## src/rtl/spi_pkg.sv

```systemverilog
// Shared types and constants for the SPI byte serializer.
package spi_pkg;

  typedef enum logic [1:0] {
    IDLE  = 2'd0,
    LOAD  = 2'd1,
    SHIFT = 2'd2,
    DONE  = 2'd3
  } spi_state_e;

  localparam int SpiBitsPerByte    = 8;
  localparam int SpiEdgesPerByte   = 16;
  localparam int SpiClkDivDefault  = 2;

endpackage

```

## src/rtl/spi_shifter_if.sv

```systemverilog
// Byte-side handshake between the TX/RX FIFOs and the SPI serializer.
// slave = serializer side, master = FIFO/register-block side.
interface spi_shifter_if;
  logic       start_i;
  logic [7:0] byte_data_i;
  logic       next_tx_byte_o;
  logic [7:0] byte_data_o;
  logic       byte_valid_o;
  logic       busy_o;

  modport slave (
    input  start_i, byte_data_i,
    output next_tx_byte_o, byte_data_o, byte_valid_o, busy_o
  );

  modport master (
    output start_i, byte_data_i,
    input  next_tx_byte_o, byte_data_o, byte_valid_o, busy_o
  );
endinterface

```

## src/rtl/spi_sck_gen.sv

```systemverilog
// SCK generator: half-period down-counter that toggles sck on terminal count
// and flags whether that toggle is the leading or trailing edge of the pulse.
module spi_sck_gen import spi_pkg::*; #(
  parameter int CLK_DIV = SpiClkDivDefault,
  parameter bit CPOL    = 1'b0
) (
  input  logic clk_i,
  input  logic rst_i,
  input  logic en_i,
  output logic sck_o,
  output logic lead_stb_o,
  output logic trail_stb_o
);

  localparam int CntW = (CLK_DIV > 1) ? $clog2(CLK_DIV) : 1;
  localparam logic [CntW-1:0] Reload = CntW'(CLK_DIV - 1);

  logic [CntW-1:0] cnt_q, cnt_d;
  logic            sck_q, sck_d;
  logic            tick;

  assign tick = en_i && (cnt_q == '0);

  // Counter parks at the reload value while disabled so the first edge
  // lands exactly CLK_DIV cycles after enable rises.
  always_comb begin
    cnt_d = cnt_q;
    sck_d = sck_q;
    if (!en_i || tick) cnt_d = Reload;
    else               cnt_d = cnt_q - CntW'(1);
    if (tick) sck_d = ~sck_q;
  end

  // Counter and SCK registers.
  always_ff @(posedge clk_i or posedge rst_i) begin
    if (rst_i) begin
      cnt_q <= '0;
      sck_q <= CPOL;
    end else begin
      cnt_q <= cnt_d;
      sck_q <= sck_d;
    end
  end

  assign sck_o       = sck_q;
  assign lead_stb_o  = tick && (sck_q == CPOL);
  assign trail_stb_o = tick && (sck_q != CPOL);

endmodule

```

## src/rtl/spi_shifter.sv

```systemverilog
// SPI master byte serializer fed by the TX FIFO.
// Optional build macro SPI_SHIFTER_LOOPBACK_EN: sample the driven spi_tx_o
// instead of spi_rx_i, so the received byte mirrors the transmitted one.
//
// state | meaning
// IDLE  | waiting for start_i
// LOAD  | pop FIFO head, preload tx shifter (1 cycle)
// SHIFT | run 16 SCK edges, shift out / sample in
// DONE  | publish received byte with byte_valid_o (1 cycle)
module spi_shifter import spi_pkg::*; #(
  parameter int CLK_DIV = SpiClkDivDefault,
  parameter bit CPOL    = 1'b0,
  parameter bit CPHA    = 1'b0
) (
  input  logic            clk_i,
  input  logic            rst_i,
  spi_shifter_if.slave    bus,
  input  logic            spi_rx_i,
  output logic            spi_tx_o,
  output logic            sck_o
);

  localparam logic [1:0] S_IDLE  = IDLE;
  localparam logic [1:0] S_LOAD  = LOAD;
  localparam logic [1:0] S_SHIFT = SHIFT;
  localparam logic [1:0] S_DONE  = DONE;
  localparam logic [4:0] EdgesLast = 5'(SpiEdgesPerByte);
  localparam logic [3:0] BitsLast  = 4'(SpiBitsPerByte);

  logic [1:0] state_q, state_d;
  logic [7:0] tx_sh_q, tx_sh_d;
  logic [7:0] rx_sh_q, rx_sh_d;
  logic [7:0] rx_byte_q, rx_byte_d;
  logic [3:0] bit_cnt_q, bit_cnt_d;
  logic [4:0] edge_cnt_q, edge_cnt_d;
  logic       tx_q, tx_d;

  logic       sck_en, lead_stb, trail_stb, sample_stb, shift_stb;
  logic       tx_out, rx_src;
  logic [7:0] tx_src;

  assign sck_en = (state_q == S_LOAD) ||
                  ((state_q == S_SHIFT) && (edge_cnt_q != EdgesLast));

  spi_sck_gen #(
    .CLK_DIV (CLK_DIV),
    .CPOL    (CPOL)
  ) u_sck_gen (
    .clk_i       (clk_i),
    .rst_i       (rst_i),
    .en_i        (sck_en),
    .sck_o       (sck_o),
    .lead_stb_o  (lead_stb),
    .trail_stb_o (trail_stb)
  );

  assign sample_stb = CPHA ? trail_stb : lead_stb;
  assign shift_stb  = CPHA ? lead_stb  : trail_stb;

  // Mode 0/2 must show bit 7 already during LOAD, since with CLK_DIV = 1
  // the first sample edge follows immediately.
  assign tx_out = ((state_q == S_LOAD) && !CPHA) ? bus.byte_data_i[7] : tx_q;
  assign tx_src = (state_q == S_LOAD) ? bus.byte_data_i : tx_sh_q;

`ifdef SPI_SHIFTER_LOOPBACK_EN
  logic unused_spi_rx;
  assign unused_spi_rx = spi_rx_i;
  assign rx_src        = tx_out;
`else
  assign rx_src = spi_rx_i;
`endif

  // Next-state logic: FSM plus per-edge shift/sample actions.
  always_comb begin
    state_d    = state_q;
    tx_sh_d    = tx_sh_q;
    rx_sh_d    = rx_sh_q;
    rx_byte_d  = rx_byte_q;
    bit_cnt_d  = bit_cnt_q;
    edge_cnt_d = edge_cnt_q;
    tx_d       = tx_q;

    case (state_q)
      S_IDLE: if (bus.start_i) state_d = S_LOAD;
      S_LOAD: begin
        tx_sh_d    = bus.byte_data_i;
        bit_cnt_d  = '0;
        edge_cnt_d = '0;
        if (!CPHA) tx_d = bus.byte_data_i[7];
        state_d    = S_SHIFT;
      end
      S_SHIFT: begin
        if (edge_cnt_q == EdgesLast) begin
          rx_byte_d = rx_sh_q;
          state_d   = S_DONE;
        end
      end
      S_DONE: state_d = bus.start_i ? S_LOAD : S_IDLE;
      default: state_d = S_IDLE;
    endcase

    if (lead_stb || trail_stb) edge_cnt_d = edge_cnt_d + 5'd1;

    // Once all 8 bits are sampled the final trailing edge in modes 0/2 has
    // no next bit, so spi_tx_o keeps bit 0.
    if (shift_stb && (bit_cnt_d < BitsLast)) begin
      if (CPHA) begin
        tx_d    = tx_src[7];
        tx_sh_d = {tx_src[6:0], 1'b0};
      end else begin
        tx_d    = tx_sh_q[6];
        tx_sh_d = {tx_sh_q[6:0], 1'b0};
      end
    end

    if (sample_stb) begin
      rx_sh_d   = {rx_sh_q[6:0], rx_src};
      bit_cnt_d = bit_cnt_d + 4'd1;
    end
  end

  // State and datapath registers.
  always_ff @(posedge clk_i or posedge rst_i) begin
    if (rst_i) begin
      state_q    <= S_IDLE;
      tx_sh_q    <= '0;
      rx_sh_q    <= '0;
      rx_byte_q  <= '0;
      bit_cnt_q  <= '0;
      edge_cnt_q <= '0;
      tx_q       <= 1'b0;
    end else begin
      state_q    <= state_d;
      tx_sh_q    <= tx_sh_d;
      rx_sh_q    <= rx_sh_d;
      rx_byte_q  <= rx_byte_d;
      bit_cnt_q  <= bit_cnt_d;
      edge_cnt_q <= edge_cnt_d;
      tx_q       <= tx_d;
    end
  end

  assign spi_tx_o           = tx_out;
  assign bus.next_tx_byte_o = (state_q == S_LOAD);
  assign bus.byte_valid_o   = (state_q == S_DONE);
  assign bus.busy_o         = (state_q != S_IDLE);
  assign bus.byte_data_o    = rx_byte_q;

endmodule
```

## src/flat_wrapper.sv

```systemverilog
// flat-port wrapper written by rule: the top's interface ports become plain ports
module spi_shifter_flat import spi_pkg::*;
#(
  parameter int CLK_DIV = SpiClkDivDefault,
  parameter bit CPOL    = 1'b0,
  parameter bit CPHA    = 1'b0
)
  (clk_i, rst_i, spi_rx_i, spi_tx_o, sck_o, bus_start_i, bus_byte_data_i, bus_next_tx_byte_o, bus_byte_data_o, bus_byte_valid_o, bus_busy_o);
  spi_shifter_if bus_i ();
  input  logic clk_i;
  input  logic rst_i;
  input  logic spi_rx_i;
  output logic spi_tx_o;
  output logic sck_o;
  input wire logic [$bits(bus_i.start_i)-1:0] bus_start_i;
  input wire logic [$bits(bus_i.byte_data_i)-1:0] bus_byte_data_i;
  output wire logic [$bits(bus_i.next_tx_byte_o)-1:0] bus_next_tx_byte_o;
  output wire logic [$bits(bus_i.byte_data_o)-1:0] bus_byte_data_o;
  output wire logic [$bits(bus_i.byte_valid_o)-1:0] bus_byte_valid_o;
  output wire logic [$bits(bus_i.busy_o)-1:0] bus_busy_o;
  assign bus_i.start_i = bus_start_i;
  assign bus_i.byte_data_i = bus_byte_data_i;
  assign bus_next_tx_byte_o = bus_i.next_tx_byte_o;
  assign bus_byte_data_o = bus_i.byte_data_o;
  assign bus_byte_valid_o = bus_i.byte_valid_o;
  assign bus_busy_o = bus_i.busy_o;
  spi_shifter #(.CLK_DIV(CLK_DIV), .CPOL(CPOL), .CPHA(CPHA)) u_core (.clk_i(clk_i), .rst_i(rst_i), .bus(bus_i), .spi_rx_i(spi_rx_i), .spi_tx_o(spi_tx_o), .sck_o(sck_o));
endmodule
```

## config.mk

```make
export PLATFORM = sky130hd
export DESIGN_NAME = spi_shifter_flat
export DESIGN_NICKNAME = d
export VERILOG_FILES = /design/src/rtl/spi_pkg.sv /design/src/rtl/spi_shifter_if.sv /design/src/rtl/spi_sck_gen.sv /design/src/rtl/spi_shifter.sv /design/src/flat_wrapper.sv
export SDC_FILE = /design/constraint.sdc
export NUM_CORES = 1
export LEC_CHECK = 0
export CELL_PAD_IN_SITES_DETAIL_PLACEMENT = 2
export CELL_PAD_IN_SITES_GLOBAL_PLACEMENT = 2
export CORE_MARGIN = 10
export CORE_UTILIZATION = 33
export CTS_CLUSTER_SIZE = 40
export DETAILED_ROUTE_END_ITERATION = 10
export PLACE_DENSITY_LB_ADDON = 0.1
export SETUP_SLACK_MARGIN = 0.5
export SYNTH_ARGS = -nofsm -noshare
export SYNTH_HDL_FRONTEND = slang
export SYNTH_SLANG_ARGS = --single-unit
```

## constraint.sdc

```tcl
create_clock -name clk_i -period 1.8 [get_ports clk_i]
set_input_delay 0.54 -clock clk_i [delete_from_list [all_inputs] [get_ports clk_i]]
set_output_delay 0.54 -clock clk_i [all_outputs]
set_load 0.02 [all_outputs]
```

==> flow_metrics.tcl <==
set metrics [dict create \
    static-leakage-power_nw 1.360 \
    crit_arrival_ps 1390 \
    worst_hold_startpoint "u_core.rx_sh_q[7]" \
    crit_required_ps 1260 \
    layout.cells.non_filler 286 \
    power.sequential.fraction 0.268 \
    holdWs_ps 520.8 \
    dieHeight_um 94.61 \
    timing.critical_path.from_type "flop" \
    synth_sequential_area_ratio 0.5041 \
    yosys_warnings 0 \
    post_drt_wl_per_cell_um 21.36 \
    tritoncts_clock_tree "yes" \
    ys_types 43 \
    switching_share 0.3700 \
    synth.ff_latch_count 37 \
    cp_launch_point "u_core.state_q[1]" \
    cts_root_buf "sky130_fd_sc_hd__clkbuf_8" \
    period_share 1.071 \
    die-area_um2 8950 \
    critPathCaptureType "primary output" \
    max_freq_ghz 0.5185 \
    drtPass1Iterations 4 \
    grt_first_pass_wirelength_mm 9.542 \
    area_delta_synth_final_pct 62.06 \
    cts_num_sinks 37 \
    regToRegStartpoint "u_core.state_q[0]" \
    clkTransAtPathRegs_ps 80 \
    outcome "finished, violations left" \
    dp_cells 259 \
    placement.setup.worst_slack_ps -547.5 \
    min_path_type "flop to flop" \
    setup_repair_after_global_routing_missed_its_margin "yes" \
    via_count 1420 \
    antenna-diode-count 0 \
    violations_in_the_final_reports "negative setup slack" \
    fin_skew_ps 8.327 \
    synthArstFlopShare 1.000 \
    nets 232 \
    p_int_mw 2.988 \
    gpl.final_weighted_congestion 0.7440 \
    syn_area_cell_um2 12.67 \
    finalHoldViolations 0 \
    route.detailed.vias_per_inst 4.965 \
    clk-insertion-delay-late_ps 290 \
    floorplan.rows 27 \
    powerDensity_nw_per_um2 1593 \
    grt_start_max_net_pins 38 \
    power.share.combinational 0.577 \
    most_common_flop_cell_mapped_by_yosys "sky130_fd_sc_hd__dfrtp_1" \
    cts-root-to-sink-buffers 2 \
    setup_crit_path_kind "flop to primary output" \
    synthesis.instances 145 \
    route.detailed.drc 0 \
    final_setup_margin_ps -128.5 \
    layout_min_cycle_time_ps 1928 \
    grt_use_total 0.1378 \
    report.final.slew_viol_count 0 \
    syn_nets 164 \
    critPathMaxFanout 2 \
    final_layout_size_suffix_gt1_frac 0.6028 \
    routed_wire_length_mm 6.109 \
    number_of_drc_markers_after_the_initial_detailed_route_iteration 43 \
    fp.coreArea_um2 5439 \
    timing_worst_slew_pin_value_ps 425.0 \
    cts_hold_buffers 0 \
    slew_headroom 0.7167 \
    share_clk_of_total_power 0.155 \
    fillerInstances 511 \
    synth-edff-count 0 \
    antenna_left 0 \
    worst_ir_drop_vdd_mv 0.6264 \
    grt_antenna_before_repair 0 \
    port_buffers 24 \
    grt_pass1_vias 1715 \
    final_setup_violation_count 32 \
    maxCapViolCount 0 \
    sum_of_net_half_perimeters_after_detailed_placement_mm 3.583 \
    floorplan.initialDensity 0.3377 \
    tritoncts.num_buffers 5 \
    cts_max_level 2 \
    syn-cell-area_um2 1837 \
    ioPinCount 25 \
    switchingPower_mw 1.755 \
    grt-ovfl-total 0 \
    die_width_um 94.61 \
]
synth_stat cells, drive strengths merged, types with 3 or more instances:
cell / instances / area [um^2]
a221o: 7 / 76.32
and3: 6 / 38.79
mux2: 20 / 225.2
nor2b: 5 / 31.28
o21ai: 5 / 40.04
xor2: 4 / 35.03
dfrtp: 37 / 925.9
inv: 6 / 22.52
a21oi: 6 / 45.05
ha: 7 / 87.58
nor2: 7 / 42.54
nand2: 7 / 28.78
nand2b: 3 / 26.27
power groups by stage:
stage                     Clock, mW  Sequential, mW  Combinational [mW]
after floorplan                   0            1.26                1.09
after global routing          0.793            1.31                2.91
after CTS                     0.754            1.26                2.37
after detailed placement          0            1.26                1.80
final                         0.736            1.27                2.74
after global placement            0            1.24                1.68
path summary, 6_finish.rpt:
check                                       endpoint  slack, ps  depth (start not counted)
max                                         spi_tx_o       -130                          4
min                        u_core.bus.byte_data_o[7]        520                          1
max reg2reg                      u_core.bit_cnt_q[2]       -120                          8
min reg2reg                u_core.bus.byte_data_o[7]        520                          1
max in group asynchronous          u_core.tx_sh_q[6]        970                          3
min in group asynchronous     u_core.u_sck_gen.cnt_q        630                          3
cells in the final DEF (no fill, tap or decap), drive strengths merged:
cell type,n
and3,6
a21o,1
bufinv,2
mux2,20
clkbuf,5
a2bb2oi,1
nor3b,1
nand4,2
nor2b,5
nor4,1
a31o,1
a22o,1
o21a,1
dfrtp,37
or4b,1
o21ai,5
clkdlybuf4s50,10
a21oi,6
nor2,7
ha,7
o21ba,1
nand2b,3
a32o,1
o21bai,1
xor2,4
clkinv,1
a221o,7
and4bb,1
clkinvlp,2
a211oi,2
inv,5
nand3,2
buf,54
dlygate4sd2,1
o22ai,2
nand2,7
through the flow:
step | util | cell area [um^2] | TNS (ps) | power, mW
global route | 0.5473 | 2977 | -3954 | 5.013
finish | 0.5473 | 2977 | -1740 | 4.743
detailed placement | 0.4375 | 2380 | -2899 | 3.058
floorplan | - | 1889 | -97.38 | 2.350
global placement | 0.4375 | 2380 | -1958 | 2.929
CTS | 0.5190 | 2823 | -716.7 | 4.384
state kept, by name (all words and copies together), names as in the netlist:
name / flops
u_core.u_sck_gen.sck_o: 1
u_core.tx_q: 1
u_core.state_q: 2
u_core.edge_cnt_q: 5
u_core.u_sck_gen.cnt_q: 1
u_core.bus.byte_data_o: 8
u_core.bit_cnt_q: 4
u_core.tx_sh_q: 7
u_core.rx_sh_q: 8
logic make-up after synthesis:
group,Yosys count,share of synthesized area
fa+ha+maj,7,0.04768
buf+inv,11,0.03406
xor+xnor,4,0.01907
mux,20,0.1226
compound gates,30,0.1472
flops,37,0.5041
simple gates,36,0.1253
metal layers:
metal / wire, um / track usage / part of all wire
met2: 3349 / 0.2689 / 0.55
met4: 88 / 0.01870 / 0.014
met5: 0 / 0 / 0
met3: 170 / 0.03331 / 0.028
met1: 2500 / 0.1487 / 0.41
layout make-up:
type	instances	area (um^2)	area share
flip-flops and latches	37	925.9	0.3111
repair buffers	65	696.9	0.2341
clock inverters	3	46.29	0.01555
clock buffers	5	68.82	0.02312
well taps	72	90.09	0.03026
multi-input cells	97	1097	0.3686
inverters	7	51.30	0.01723
critical path, cell delays in order (launching register included):
cell                      delay [ps]
sky130_fd_sc_hd__dfrtp_1         400
sky130_fd_sc_hd__inv_2            90
sky130_fd_sc_hd__ha_4            170
sky130_fd_sc_hd__mux2_4          310
sky130_fd_sc_hd__buf_6           130
timing repair:
item                       4_1_cts  5_1_grt
gates resized for setup        129       15
buffers inserted                 8       11
pin swaps                       19       14
setup endpoints to repair       50       50
Power figures use the tool's default switching activity.
